<file path="src/rtl/lcd_pkg.sv">
// Shared constants and types for the LCD SPI sink: controller command codes
// and the command-decoder state encoding.
package lcd_pkg;

   localparam logic [7:0] CMD_CASET  = 8'h2A;
   localparam logic [7:0] CMD_PASET  = 8'h2B;
   localparam logic [7:0] CMD_RAMWR  = 8'h2C;
   localparam logic [7:0] CMD_RAMWRC = 8'h3C;

   typedef enum logic [2:0] {
      S_IDLE  = 3'd0,
      S_CASET = 3'd1,
      S_PASET = 3'd2,
      S_RAMWR = 3'd3,
      S_SKIP  = 3'd4
   } lcd_state_e;

endpackage

</file>
<file path="src/rtl/lcd_spi_byte_rx.sv">
// Brings the asynchronous 4-wire LCD SPI lines into the system clock domain
// and assembles MSB-first bytes, strobing each completed byte once.
module lcd_spi_byte_rx (
   input  logic       clk,
   input  logic       rst_n,
   input  logic       srst,
   input  logic       cs_n,
   input  logic       dcrs,
   input  logic       sdi,
   input  logic       sck,
   output logic [7:0] rx_byte,
   output logic       rx_is_data,
   output logic       rx_stb
);

   logic [1:0] cs_sync_q, cs_sync_d;
   logic [1:0] dcrs_sync_q, dcrs_sync_d;
   logic [1:0] sdi_sync_q, sdi_sync_d;
   logic [2:0] sck_sync_q, sck_sync_d;
   logic [2:0] cnt_q, cnt_d;
   logic [7:0] shift_q, shift_d;
   logic [7:0] byte_q, byte_d;
   logic       data_q, data_d;
   logic       done_q, done_d;
   logic       stb_q, stb_d;
   logic       sck_rise_s;

   // Synchroniser chains, bit counter and byte assembly.
   always_comb begin
      cs_sync_d   = {cs_sync_q[0], cs_n};
      dcrs_sync_d = {dcrs_sync_q[0], dcrs};
      sdi_sync_d  = {sdi_sync_q[0], sdi};
      sck_sync_d  = {sck_sync_q[1:0], sck};
      sck_rise_s  = sck_sync_q[1] & ~sck_sync_q[2];
      cnt_d       = cnt_q;
      shift_d     = shift_q;
      byte_d      = byte_q;
      data_d      = data_q;
      done_d      = 1'b0;
      // The extra pipeline stage gives a fixed four-cycle strobe latency.
      stb_d       = done_q;
      if (srst) begin
         cnt_d   = 3'd0;
         shift_d = 8'h00;
         stb_d   = 1'b0;
      end else if (cs_sync_q[1]) begin
         cnt_d = 3'd0;
      end else if (sck_rise_s) begin
         shift_d = {shift_q[6:0], sdi_sync_q[1]};
         cnt_d   = cnt_q + 3'd1;
         if (cnt_q == 3'd7) begin
            done_d = 1'b1;
            byte_d = {shift_q[6:0], sdi_sync_q[1]};
            data_d = dcrs_sync_q[1];
         end else begin
            done_d = 1'b0;
         end
      end else begin
         cnt_d = cnt_q;
      end
   end

   // State register.
   always_ff @(posedge clk or negedge rst_n) begin
      if (!rst_n) begin
         cs_sync_q   <= 2'b11;
         dcrs_sync_q <= 2'b00;
         sdi_sync_q  <= 2'b00;
         sck_sync_q  <= 3'b000;
         cnt_q       <= 3'd0;
         shift_q     <= 8'h00;
         byte_q      <= 8'h00;
         data_q      <= 1'b0;
         done_q      <= 1'b0;
         stb_q       <= 1'b0;
      end else begin
         cs_sync_q   <= cs_sync_d;
         dcrs_sync_q <= dcrs_sync_d;
         sdi_sync_q  <= sdi_sync_d;
         sck_sync_q  <= sck_sync_d;
         cnt_q       <= cnt_d;
         shift_q     <= shift_d;
         byte_q      <= byte_d;
         data_q      <= data_d;
         done_q      <= done_d;
         stb_q       <= stb_d;
      end
   end

   assign rx_byte    = byte_q;
   assign rx_is_data = data_q;
   assign rx_stb     = stb_q;

endmodule

</file>
<file path="src/rtl/lcd_spi_sink.sv">
// LCD-side decoder: turns received bytes into commands and RGB565 pixel
// writes, tracking the column/page window and the write address.
module lcd_spi_sink #(
   parameter int H_RES = 320,
   parameter int V_RES = 240,
   parameter int X_W   = 9,
   parameter int Y_W   = 8
) (
   input  logic           i_clk_100MHz,
   input  logic           i_rst_n,
   input  logic           i_cs,
   input  logic           i_dcrs,
   input  logic           i_sdi,
   input  logic           i_sck,
   input  logic           i_lcdrst,
   output logic           o_cmd_valid,
   output logic [7:0]     o_cmd,
   output logic           o_pix_valid,
   output logic [15:0]    o_pix_data,
   output logic [X_W-1:0] o_x,
   output logic [Y_W-1:0] o_y,
   output logic           o_frame_done,
   output logic           o_err
);
   import lcd_pkg::*;

   localparam logic [X_W-1:0] EC_RST = X_W'(H_RES - 1);
   localparam logic [Y_W-1:0] EP_RST = Y_W'(V_RES - 1);

   logic [1:0]     lcdrst_sync_q, lcdrst_sync_d;
   logic           srst_s;
   logic [7:0]     rx_byte_s;
   logic           rx_is_data_s, rx_stb_s;
   lcd_state_e     state_q, state_d;
   logic [2:0]     pidx_q, pidx_d;
   logic [7:0]     p0_q, p0_d, p1_q, p1_d, p2_q, p2_d;
   logic [X_W-1:0] sc_q, sc_d, ec_q, ec_d, x_q, x_d, ox_q, ox_d;
   logic [Y_W-1:0] sp_q, sp_d, ep_q, ep_d, y_q, y_d, oy_q, oy_d;
   logic           half_q, half_d;
   logic [7:0]     hi_q, hi_d;
   logic           cmd_valid_q, cmd_valid_d;
   logic [7:0]     cmd_q, cmd_d;
   logic           pix_valid_q, pix_valid_d;
   logic [15:0]    pix_data_q, pix_data_d;
   logic           frame_done_q, frame_done_d;
   logic           err_q, err_d;
   logic [X_W-1:0] xs_s, xe_s;
   logic [Y_W-1:0] ys_s, ye_s;

   assign srst_s = ~lcdrst_sync_q[1];

   lcd_spi_byte_rx u_byte_rx (
      .clk        (i_clk_100MHz),
      .rst_n      (i_rst_n),
      .srst       (srst_s),
      .cs_n       (i_cs),
      .dcrs       (i_dcrs),
      .sdi        (i_sdi),
      .sck        (i_sck),
      .rx_byte    (rx_byte_s),
      .rx_is_data (rx_is_data_s),
      .rx_stb     (rx_stb_s)
   );

   // The final parameter byte is still on rx_byte_s when the window commits.
   assign xs_s = X_W'({p0_q, p1_q});
   assign xe_s = X_W'({p2_q, rx_byte_s});
   assign ys_s = Y_W'({p0_q, p1_q});
   assign ye_s = Y_W'({p2_q, rx_byte_s});

   // Command dispatch, window parameters and pixel address sequencing.
   always_comb begin
      lcdrst_sync_d = {lcdrst_sync_q[0], i_lcdrst};
      state_d       = state_q;
      pidx_d        = pidx_q;
      p0_d          = p0_q;
      p1_d          = p1_q;
      p2_d          = p2_q;
      sc_d          = sc_q;
      ec_d          = ec_q;
      sp_d          = sp_q;
      ep_d          = ep_q;
      x_d           = x_q;
      y_d           = y_q;
      ox_d          = ox_q;
      oy_d          = oy_q;
      half_d        = half_q;
      hi_d          = hi_q;
      cmd_d         = cmd_q;
      pix_data_d    = pix_data_q;
      cmd_valid_d   = 1'b0;
      pix_valid_d   = 1'b0;
      frame_done_d  = 1'b0;
      err_d         = 1'b0;
      if (srst_s) begin
         state_d    = S_IDLE;
         pidx_d     = 3'd0;
         sc_d       = '0;
         ec_d       = EC_RST;
         sp_d       = '0;
         ep_d       = EP_RST;
         x_d        = '0;
         y_d        = '0;
         ox_d       = '0;
         oy_d       = '0;
         half_d     = 1'b0;
         cmd_d      = 8'h00;
         pix_data_d = 16'h0000;
      end else if (rx_stb_s && !rx_is_data_s) begin
         cmd_valid_d = 1'b1;
         cmd_d       = rx_byte_s;
         half_d      = 1'b0;
         pidx_d      = 3'd0;
         err_d       = half_q;
         case (rx_byte_s)
            CMD_CASET:  state_d = S_CASET;
            CMD_PASET:  state_d = S_PASET;
            CMD_RAMWR: begin
               state_d = S_RAMWR;
               x_d     = sc_q;
               y_d     = sp_q;
            end
            CMD_RAMWRC: state_d = S_RAMWR;
            default:    state_d = S_SKIP;
         endcase
      end else if (rx_stb_s) begin
         case (state_q)
            S_CASET, S_PASET: begin
               case (pidx_q)
                  3'd0: begin p0_d = rx_byte_s; pidx_d = 3'd1; end
                  3'd1: begin p1_d = rx_byte_s; pidx_d = 3'd2; end
                  3'd2: begin p2_d = rx_byte_s; pidx_d = 3'd3; end
                  3'd3: begin
                     pidx_d = 3'd4;
                     if (state_q == S_CASET) begin
                        sc_d = xs_s;
                        ec_d = (xs_s > xe_s) ? xs_s : xe_s;
                     end else begin
                        sp_d = ys_s;
                        ep_d = (ys_s > ye_s) ? ys_s : ye_s;
                     end
                  end
                  default: pidx_d = pidx_q;
               endcase
            end
            S_RAMWR: begin
               if (!half_q) begin
                  hi_d   = rx_byte_s;
                  half_d = 1'b1;
               end else begin
                  half_d      = 1'b0;
                  pix_valid_d = 1'b1;
                  pix_data_d  = {hi_q, rx_byte_s};
                  ox_d        = x_q;
                  oy_d        = y_q;
                  if (x_q == ec_q && y_q == ep_q) begin
                     x_d          = sc_q;
                     y_d          = sp_q;
                     frame_done_d = 1'b1;
                  end else if (x_q == ec_q) begin
                     x_d = sc_q;
                     y_d = y_q + Y_W'(1);
                  end else begin
                     x_d = x_q + X_W'(1);
                  end
               end
            end
            S_SKIP:  err_d = 1'b0;
            S_IDLE:  err_d = 1'b1;
            default: state_d = S_IDLE;
         endcase
      end else begin
         state_d = state_q;
      end
   end

   // State and output registers.
   always_ff @(posedge i_clk_100MHz or negedge i_rst_n) begin
      if (!i_rst_n) begin
         lcdrst_sync_q <= 2'b11;
         state_q       <= S_IDLE;
         pidx_q        <= 3'd0;
         p0_q          <= 8'h00;
         p1_q          <= 8'h00;
         p2_q          <= 8'h00;
         sc_q          <= '0;
         ec_q          <= EC_RST;
         sp_q          <= '0;
         ep_q          <= EP_RST;
         x_q           <= '0;
         y_q           <= '0;
         ox_q          <= '0;
         oy_q          <= '0;
         half_q        <= 1'b0;
         hi_q          <= 8'h00;
         cmd_valid_q   <= 1'b0;
         cmd_q         <= 8'h00;
         pix_valid_q   <= 1'b0;
         pix_data_q    <= 16'h0000;
         frame_done_q  <= 1'b0;
         err_q         <= 1'b0;
      end else begin
         lcdrst_sync_q <= lcdrst_sync_d;
         state_q       <= state_d;
         pidx_q        <= pidx_d;
         p0_q          <= p0_d;
         p1_q          <= p1_d;
         p2_q          <= p2_d;
         sc_q          <= sc_d;
         ec_q          <= ec_d;
         sp_q          <= sp_d;
         ep_q          <= ep_d;
         x_q           <= x_d;
         y_q           <= y_d;
         ox_q          <= ox_d;
         oy_q          <= oy_d;
         half_q        <= half_d;
         hi_q          <= hi_d;
         cmd_valid_q   <= cmd_valid_d;
         cmd_q         <= cmd_d;
         pix_valid_q   <= pix_valid_d;
         pix_data_q    <= pix_data_d;
         frame_done_q  <= frame_done_d;
         err_q         <= err_d;
      end
   end

   assign o_cmd_valid  = cmd_valid_q;
   assign o_cmd        = cmd_q;
   assign o_pix_valid  = pix_valid_q;
   assign o_pix_data   = pix_data_q;
   assign o_x          = ox_q;
   assign o_y          = oy_q;
   assign o_frame_done = frame_done_q;
   assign o_err        = err_q;

endmodule

</file>
<file path="config.mk">
export PLATFORM = sky130hd
export DESIGN_NAME = lcd_spi_sink
export DESIGN_NICKNAME = d
export VERILOG_FILES = /design/src/rtl/lcd_pkg.sv /design/src/rtl/lcd_spi_byte_rx.sv /design/src/rtl/lcd_spi_sink.sv
export SDC_FILE = /design/constraint.sdc
export NUM_CORES = 1
export LEC_CHECK = 0
export CORE_UTILIZATION = 43
export DETAILED_ROUTE_END_ITERATION = 10
export GPL_TIMING_DRIVEN = 0
export MAX_ROUTING_LAYER = met4
export PLACE_DENSITY = 0.73
export SLEW_MARGIN = 15
export SYNTH_ARGS = -nofsm -noshare
export SYNTH_HDL_FRONTEND = slang
export SYNTH_SLANG_ARGS = --single-unit
</file>
<file path="constraint.sdc">
create_clock -name i_clk_100MHz -period 2.4 [get_ports i_clk_100MHz]
set_input_delay 0.72 -clock i_clk_100MHz [delete_from_list [all_inputs] [get_ports i_clk_100MHz]]
set_output_delay 0.72 -clock i_clk_100MHz [all_outputs]
set_load 0.02 [all_outputs]
</file>
==> results of run 1 <==
[logic make-up after synthesis]
group                      after synthesis  synth area share
buffers and inverters                   53           0.03191
and+or+nand+nor                        247            0.1578
DFF                                    153            0.5457
adders and majority gates               13           0.02305
muxes                                   47           0.07021
AOI/OAI and AO/OA                      174            0.1465
xor gates and xnor gates                20           0.02482
[layer usage]
metal,up-vias,track usage,wire length (µm)
met3,25,0.05822,1093
li1,2623,-,-
met2,178,0.3526,8619
met4,0,0.07524,336
met5,-,-,0
met1,2762,0.2951,7742
[layout by cell type (no fill, tap or decap), types with 9 or more instances in the layout]
cell	n
xnor2_1	10
buf_4	17
o21ai_1	16
clkbuf_16	17
ha_1	13
inv_1	17
dfrtp_1	130
clkbuf_1	21
xor2_1	10
mux2i_1	27
nand2_1	152
o21ai_0	37
a21oi_1	79
mux2_1	12
nand3_1	9
nor2_1	37
clkdlybuf4s50_1	50
dfstp_2	18
nor3_1	10
[where the power goes]
| part | switching (µW) | internal [µW] |
|---|---|---|
| clock | 1060 | 1630 |
| combinational | 169 | 76.4 |
| sequential | 43.7 | 2640 |
[cell usage after synthesis, types with 11 or more instances]
| library cell | number | area [µm²] |
|---|---|---|
| mux2i_1 | 27 | 270.3 |
| o31ai_1 | 11 | 82.58 |
| nand2_1 | 152 | 570.6 |
| inv_1 | 18 | 67.56 |
| nor2_1 | 37 | 138.9 |
| ha_1 | 13 | 162.7 |
| dfstp_2 | 18 | 473.0 |
| dfrtp_1 | 135 | 3378 |
| clkbuf_1 | 21 | 78.83 |
| mux2_1 | 13 | 146.4 |
| o21ai_1 | 16 | 80.08 |
| a21oi_1 | 80 | 400.4 |
| o21ai_0 | 37 | 185.2 |
[metrics by stage]
stage	std cells	cell area [µm²]	power, µW	setup TNS (ps)	hold WS, ps
global route	1022	8632	5818	-10.74	207.4
floorplan	707	7061	2854	0	331.2
detailed placement	975	7874	2975	-1286	335.5
finish	1022	8632	5624	0	192.6
CTS	1012	8542	5674	0	196.8
global placement	974	7841	2965	-822770	334.6
[flip-flops by register name, indices dropped and copies added, names as in the netlist, 2 cells and up]
| register | flops |
|---|---|
| ec_q | 9 |
| ep_q | 8 |
| hi_q | 8 |
| lcdrst_sync_q | 2 |
| o_cmd | 8 |
| o_pix_data | 16 |
| o_x | 9 |
| o_y | 8 |
| p1_q | 8 |
| pidx_q | 3 |
| sc_q | 9 |
| sp_q | 8 |
| state_q | 3 |
| u_byte_rx.cnt_q | 3 |
| u_byte_rx.cs_sync_q | 2 |
| u_byte_rx.dcrs_sync_q | 2 |
| u_byte_rx.rx_byte | 8 |
| u_byte_rx.sck_sync_q | 3 |
| u_byte_rx.sdi_sync_q | 2 |
| u_byte_rx.shift_q | 7 |
| x_q | 9 |
| y_q | 8 |
[worst reg2reg max path, stage by stage (launching register included)]
cell and delay, ps:
dfrtp_2 490, inv_1 90, ha_1 280, and3_1 160, nand4_1 130, mux2_2 300
o31ai_2 60, buf_4 180, mux2_1 330, a22o_1 200
[layout make-up]
type                    instances  area [µm²]  area share
clock buffers                  19       432.9     0.05015
multi-input cells             501        3010      0.3487
inverters                      18       67.56    0.007827
well taps                     216       270.3     0.03131
repair buffers                 68       663.1     0.07682
flip-flops and latches        153        3857      0.4469
plain buffers                  34       173.9     0.02015
clock inverters                13       156.4     0.01812
[worst paths after layout]
check | end | slack [ps] | depth (start not counted)
hold reg to reg | u_byte_rx.sdi_sync_q[1] | 350 | 0
setup reg to reg | ec_q[7] | 80 | 9
min in group i_clk_100MHz | u_byte_rx.sdi_sync_q[1] | 350 | 0
hold / removal | x_q[7] | 190 | 1
setup / recovery | ec_q[7] | 80 | 9
max in group asynchronous | u_byte_rx.rx_byte[5] | 1350 | 2
[what timing repair did]
action                     4_1_cts  5_1_grt
pin swaps                        3        6
setup endpoints to repair       12       21
setup buffers                    6       10
resized for setup               13        4
==> qor.csv, run 1 <==
metric,value,unit
outcome,completed,
grt_use_total,0.2290,
vias_per_cell,5.468,
antenna_cells,0,
post_drt_wl_per_cell,17.41,µm
layout.nets,813,
arrival,2630,ps
fin_crit_sh,0.9676,
relSlewSlack,0.3035,
crit_type,reg -> reg,
drc_errors,0,
dr.pass1.iters,7,
die_h,130.1,µm
holdBufCountCts,0,
pin_count,52,
tightest_slew,1036,ps
ys_ff_latch,153,
drt_iter0_markers,457,
power.density,651.6,nW/µm²
drive_gt1_frac,0.1402,
synth_edf_count,0,
synthDistinctLibCells,58,
async_flop_share,1.000,
root_buffer,clkbuf_16,
hold_path_class,in -> async,
syn_inst,707,
reg2reg_from,u_byte_rx.rx_byte[5],
place_ws,-321.4,ps
worstSetupStartpoint,u_byte_rx.rx_byte[5],
skew,11.28,ps
critPathTopFamily,multiplexers,
num_rows,46,
syn_avg_cell_area,9.981,µm²
critPathCaptureType,flop,
portBuffers,51,
postRouteAntennaNets,0,
required,2710,ps
dp_hpwl,11910,µm
die_width,130.1,µm
clock.fmax,0.4306,GHz
fillers,1394,
drt-total-wl,17790,µm
setup_viol,0,
cp.buffers_inverters,2,
areaGrowthSynthToFinish,22.32,%
clk_latency,430,ps
worst_path_max_delay_cell,dfrtp_2,
cts_tree,built,
cp_max_fo,8,
grt_pass1_vias,5259,
overflow,0,
drv_slew,0,
ys.flop_type,dfrtp_1,
grt_pass1_wl,27990,µm
fin_ws,77.87,ps
leakage,0.003757,µW
max_cap_violations,0,
worstPathCellList,"inv_1, ha_1, and3_1, nand4_1, mux2_2, o31ai_2, buf_4, mux2_1, a22o_1",
synth_nets,727,
final_util,0.5414,
hold_viol,0,
htreeDepth,4,
layout_min_cycle_time,2322,ps
grt_max_degree,106,
antenna_found_initial,0,
cts.sinks,153,
critPathLaunchType,flop,
fp.coreArea,15940,µm²
clock_path_buffers,2,
ys_seq_area_frac,0.5457,
netlist_area,7057,µm²
routabilityCongestion,0.9023,
clk_pin_slew_worst_paths,60,ps
start_util,0.4426,
max_stage_delay,490,ps
numCtsBuffers,17,
power.ir.vdd_worst,503.3,µV
yosysWarnings,0,
die-area,16930,µm²
dr_total_vias,5588,
(Power assumes the default switching activity.)
==> inputs of run 2 (changes only) <==
Settings changed: SYNTH_HIERARCHICAL set to 1.
==> run 2 against run 1 <==
Final cell count is 2.6% lower. Critical path depth fell by 1. Total power grew 0.35%. Register-to-register slack worse by 40 ps. Critical path type unchanged. Critical endpoint is now ec_q[0].
==> qor.csv, run 2 <==
metric,value,unit,change
outcome,completed,,unchanged
grt_use_total,0.2307,,was 0.2290
worstPathCellList,"inv_2, ha_1, a21o_1, a2111oi_4, a311o_2, nor2_2, or4_1, o311a_1",,"was inv_1, ha_1, and3_1, nand4_1, mux2_2, o31ai_2, buf_4, mux2_1, a22o_1"
dp.cells,954,,was 975
ys_ff_latch,153,,unchanged
grt_max_degree,79,,was 106
layout_min_cycle_time,2363,ps,was 2322 ps
max_cap_violations,0,,unchanged
clk_latency,430,ps,about the same
fillers,1408,,was 1394
synth_common_cells,"dfrtp_1, nand2_1, o21ai_0",,"was nand2_1, dfrtp_1, a21oi_1"
relSlewSlack,0.5537,,was 0.3035
die-area,16990,µm²,was 16930 µm²
syn_inst,686,,was 707
syn_avg_cell_area,10.32,µm²,was 9.981 µm²
dp_hpwl,12140,µm,was 11910 µm
netlist_area,7082,µm²,was 7057 µm²
dr.pass1.iters,5,,was 7
area.sequential,3866,µm²,was 3857 µm²
clock_path_buffers,2,,unchanged
fin_crit_sh,0.9847,,was 0.9676
critPathCaptureType,flop,,unchanged
holdBufCountCts,0,,unchanged
cp.buffers_inverters,1,,was 2
dr_total_vias,5595,,was 5588
drt_iter0_markers,466,,was 457
arrival,2710,ps,was 2630 ps
worst_path_max_delay_cell,dfrtp_2,,unchanged
drive_gt1_frac,0.1759,,was 0.1402
ys.flop_type,dfrtp_1,,unchanged
root_buffer,clkbuf_16,,unchanged
portBuffers,51,,unchanged
die_width,130.3,µm,was 130.1 µm
postRouteAntennaNets,0,,unchanged
netlist.area_leader.share,0.4770,,was 0.4787
mostFrequentLayoutCells,"dfrtp_1, nand2_1, o21ai_0",,"was nand2_1, dfrtp_1, a21oi_1"
setup_viol,0,,unchanged
yosysWarnings,6,,was 0
fp.coreArea,16000,µm²,was 15940 µm²
cts.sinks,153,,unchanged
clock.fmax,0.4232,GHz,was 0.4306 GHz
power.ir.vdd_worst,567.4,µV,was 503.3 µV
yosysMostFrequentCell,dfrtp_1,,was nand2_1
skew,7.934,ps,was 11.28 ps
layout.nets,786,,was 813
cts_tree,built,,unchanged
leakage,0.003741,µW,was 0.003757 µW
hold_path_class,in -> async,,unchanged
crit_type,reg -> reg,,unchanged
power.density,641.4,nW/µm²,was 651.6 nW/µm²
post_drt_wl_per_cell,17.87,µm,was 17.41 µm
final_common_cell,dfrtp_1,,was nand2_1
async_flop_share,1.000,,unchanged
routabilityCongestion,0.9188,,was 0.9023
ys_seq_area_frac,0.5438,,was 0.5457
synth_nets,706,,was 727
drt-total-wl,17780,µm,was 17790 µm
synthDistinctLibCells,61,,was 58
grt_pass1_vias,5490,,was 5259
synth_top_cell_by_area,dfrtp_1,,unchanged
place_ws,-536.1,ps,was -321.4 ps
antenna_cells,0,,unchanged
tightest_slew,669.5,ps,was 1036 ps
numCtsBuffers,17,,unchanged
cp_max_fo,5,,was 8
start_util,0.4426,,about the same
p_total,5644,µW,was 5624 µW
drv_slew,0,,unchanged
drc_errors,0,,unchanged
max_stage_delay,470,ps,was 490 ps
required,2750,ps,was 2710 ps
yosys-top-cells-area,"dfrtp_1, dfstp_2, nand2_1, o21ai_0, a21oi_1",,"was dfrtp_1, nand2_1, dfstp_2, a21oi_1, mux2i_1"
htreeDepth,4,,unchanged
critPathLaunchType,flop,,unchanged
multiInputGateArea,3094,µm²,was 3010 µm²
die_h,130.3,µm,was 130.1 µm
vias_per_cell,5.623,,was 5.468
clk_pin_slew_worst_paths,60,ps,about the same
final-instance-count-excl-fill,995,,was 1022
fin_ws,36.80,ps,was 77.87 ps
critPathTopFamily,compound AO/OA/AOI/OAI gates,,was multiplexers
pin_count,52,,unchanged
grt_pass1_wl,28550,µm,was 27990 µm
hold_viol,0,,unchanged
rsz0062_at_grt,true,,
overflow,0,,unchanged
num_rows,46,,unchanged
largest_register_ffs,16,,unchanged
antenna_found_initial,0,,unchanged
areaGrowthSynthToFinish,24.26,%,was 22.32%
synth_edf_count,0,,unchanged
-- run 2: metrics by stage --
step                instance area (µm²)  setup TNS, ps    util  hold WS (ps)
floorplan                          7082              0       -         331.2
global placement                   7863        -813020  0.4914         335.0
detailed placement                 7895         -19040  0.4934         335.7
CTS                                8661              0  0.5413         268.1
global route                       8800         -108.7  0.5500         281.0
finish                             8800              0  0.5500         250.3
-- run 2: logic make-up (layout without fill, tap and decap cells) --
family          count (synthesis)  in the layout  share of synthesized area
fa+ha+maj                      13             13                    0.02297
flops                         153            153                     0.5438
compound gates                180            180                     0.1638
simple gates                  217            217                     0.1516
xor+xnor                       19             19                    0.02350
mux                            33             33                    0.05406
buf+inv                        71            164                    0.04028
-- run 2: worst paths after layout --
path	startpoint	endpoint	slack (ps)	cells after the start
worst max-delay path	u_byte_rx/rx_byte[6]	ec_q[0]	40	8
worst min-delay path	i_rst_n	o_y[3]	250	1
worst max register to register	u_byte_rx/rx_byte[6]	ec_q[0]	40	8
worst min register to register	u_byte_rx/sck_sync_q[0]	u_byte_rx/sck_sync_q[1]	350	0
max in group asynchronous	i_rst_n	ec_q[0]	1340	2
min in group i_clk_100MHz	u_byte_rx/sck_sync_q[0]	u_byte_rx/sck_sync_q[1]	350	0
-- run 2: final cells by class --
type / instances / area share
clock buffers: 20 / 0.05304
flip-flops and latches: 153 / 0.4394
plain buffers: 36 / 0.01820
clock inverters: 12 / 0.02133
repair buffers: 65 / 0.07252
well taps: 216 / 0.03071
inverters: 31 / 0.01322
multi-input cells: 462 / 0.3516
-- run 2: repair_timing --
| item | in CTS | in global routing |
|---|---|---|
| cloned | 0 | 1 |
| setup endpoints to repair | 78 | 67 |
| pin swaps | 1 | 4 |
| gates resized for setup | 24 | 33 |
| buffers inserted | 9 | 3 |
-- run 2: report_power, final --
group | total, µW | switching (µW) | internal [µW]
registers | 2600 | 8.96 | 2590
logic | 128 | 96.2 | 31.7
clock network | 2910 | 1080 | 1840
total | 5640 | 1180 | 4460
-- run 2: worst register-to-register path, cell delays in order, from the launching register on --
cell and delay, ps:
dfrtp_2 470, inv_2 90, ha_1 320, a21o_1 230, a2111oi_4 370, a311o_2 200, nor2_2 50, or4_1 420
o311a_1 150
-- run 2: per-layer routing --
| metal | wire length, µm | GRT usage |
|---|---|---|
| met5 | 0 | - |
| met4 | 526 | 0.09939 |
| met3 | 1200 | 0.06027 |
| met2 | 8257 | 0.3464 |
| met1 | 7793 | 0.2946 |
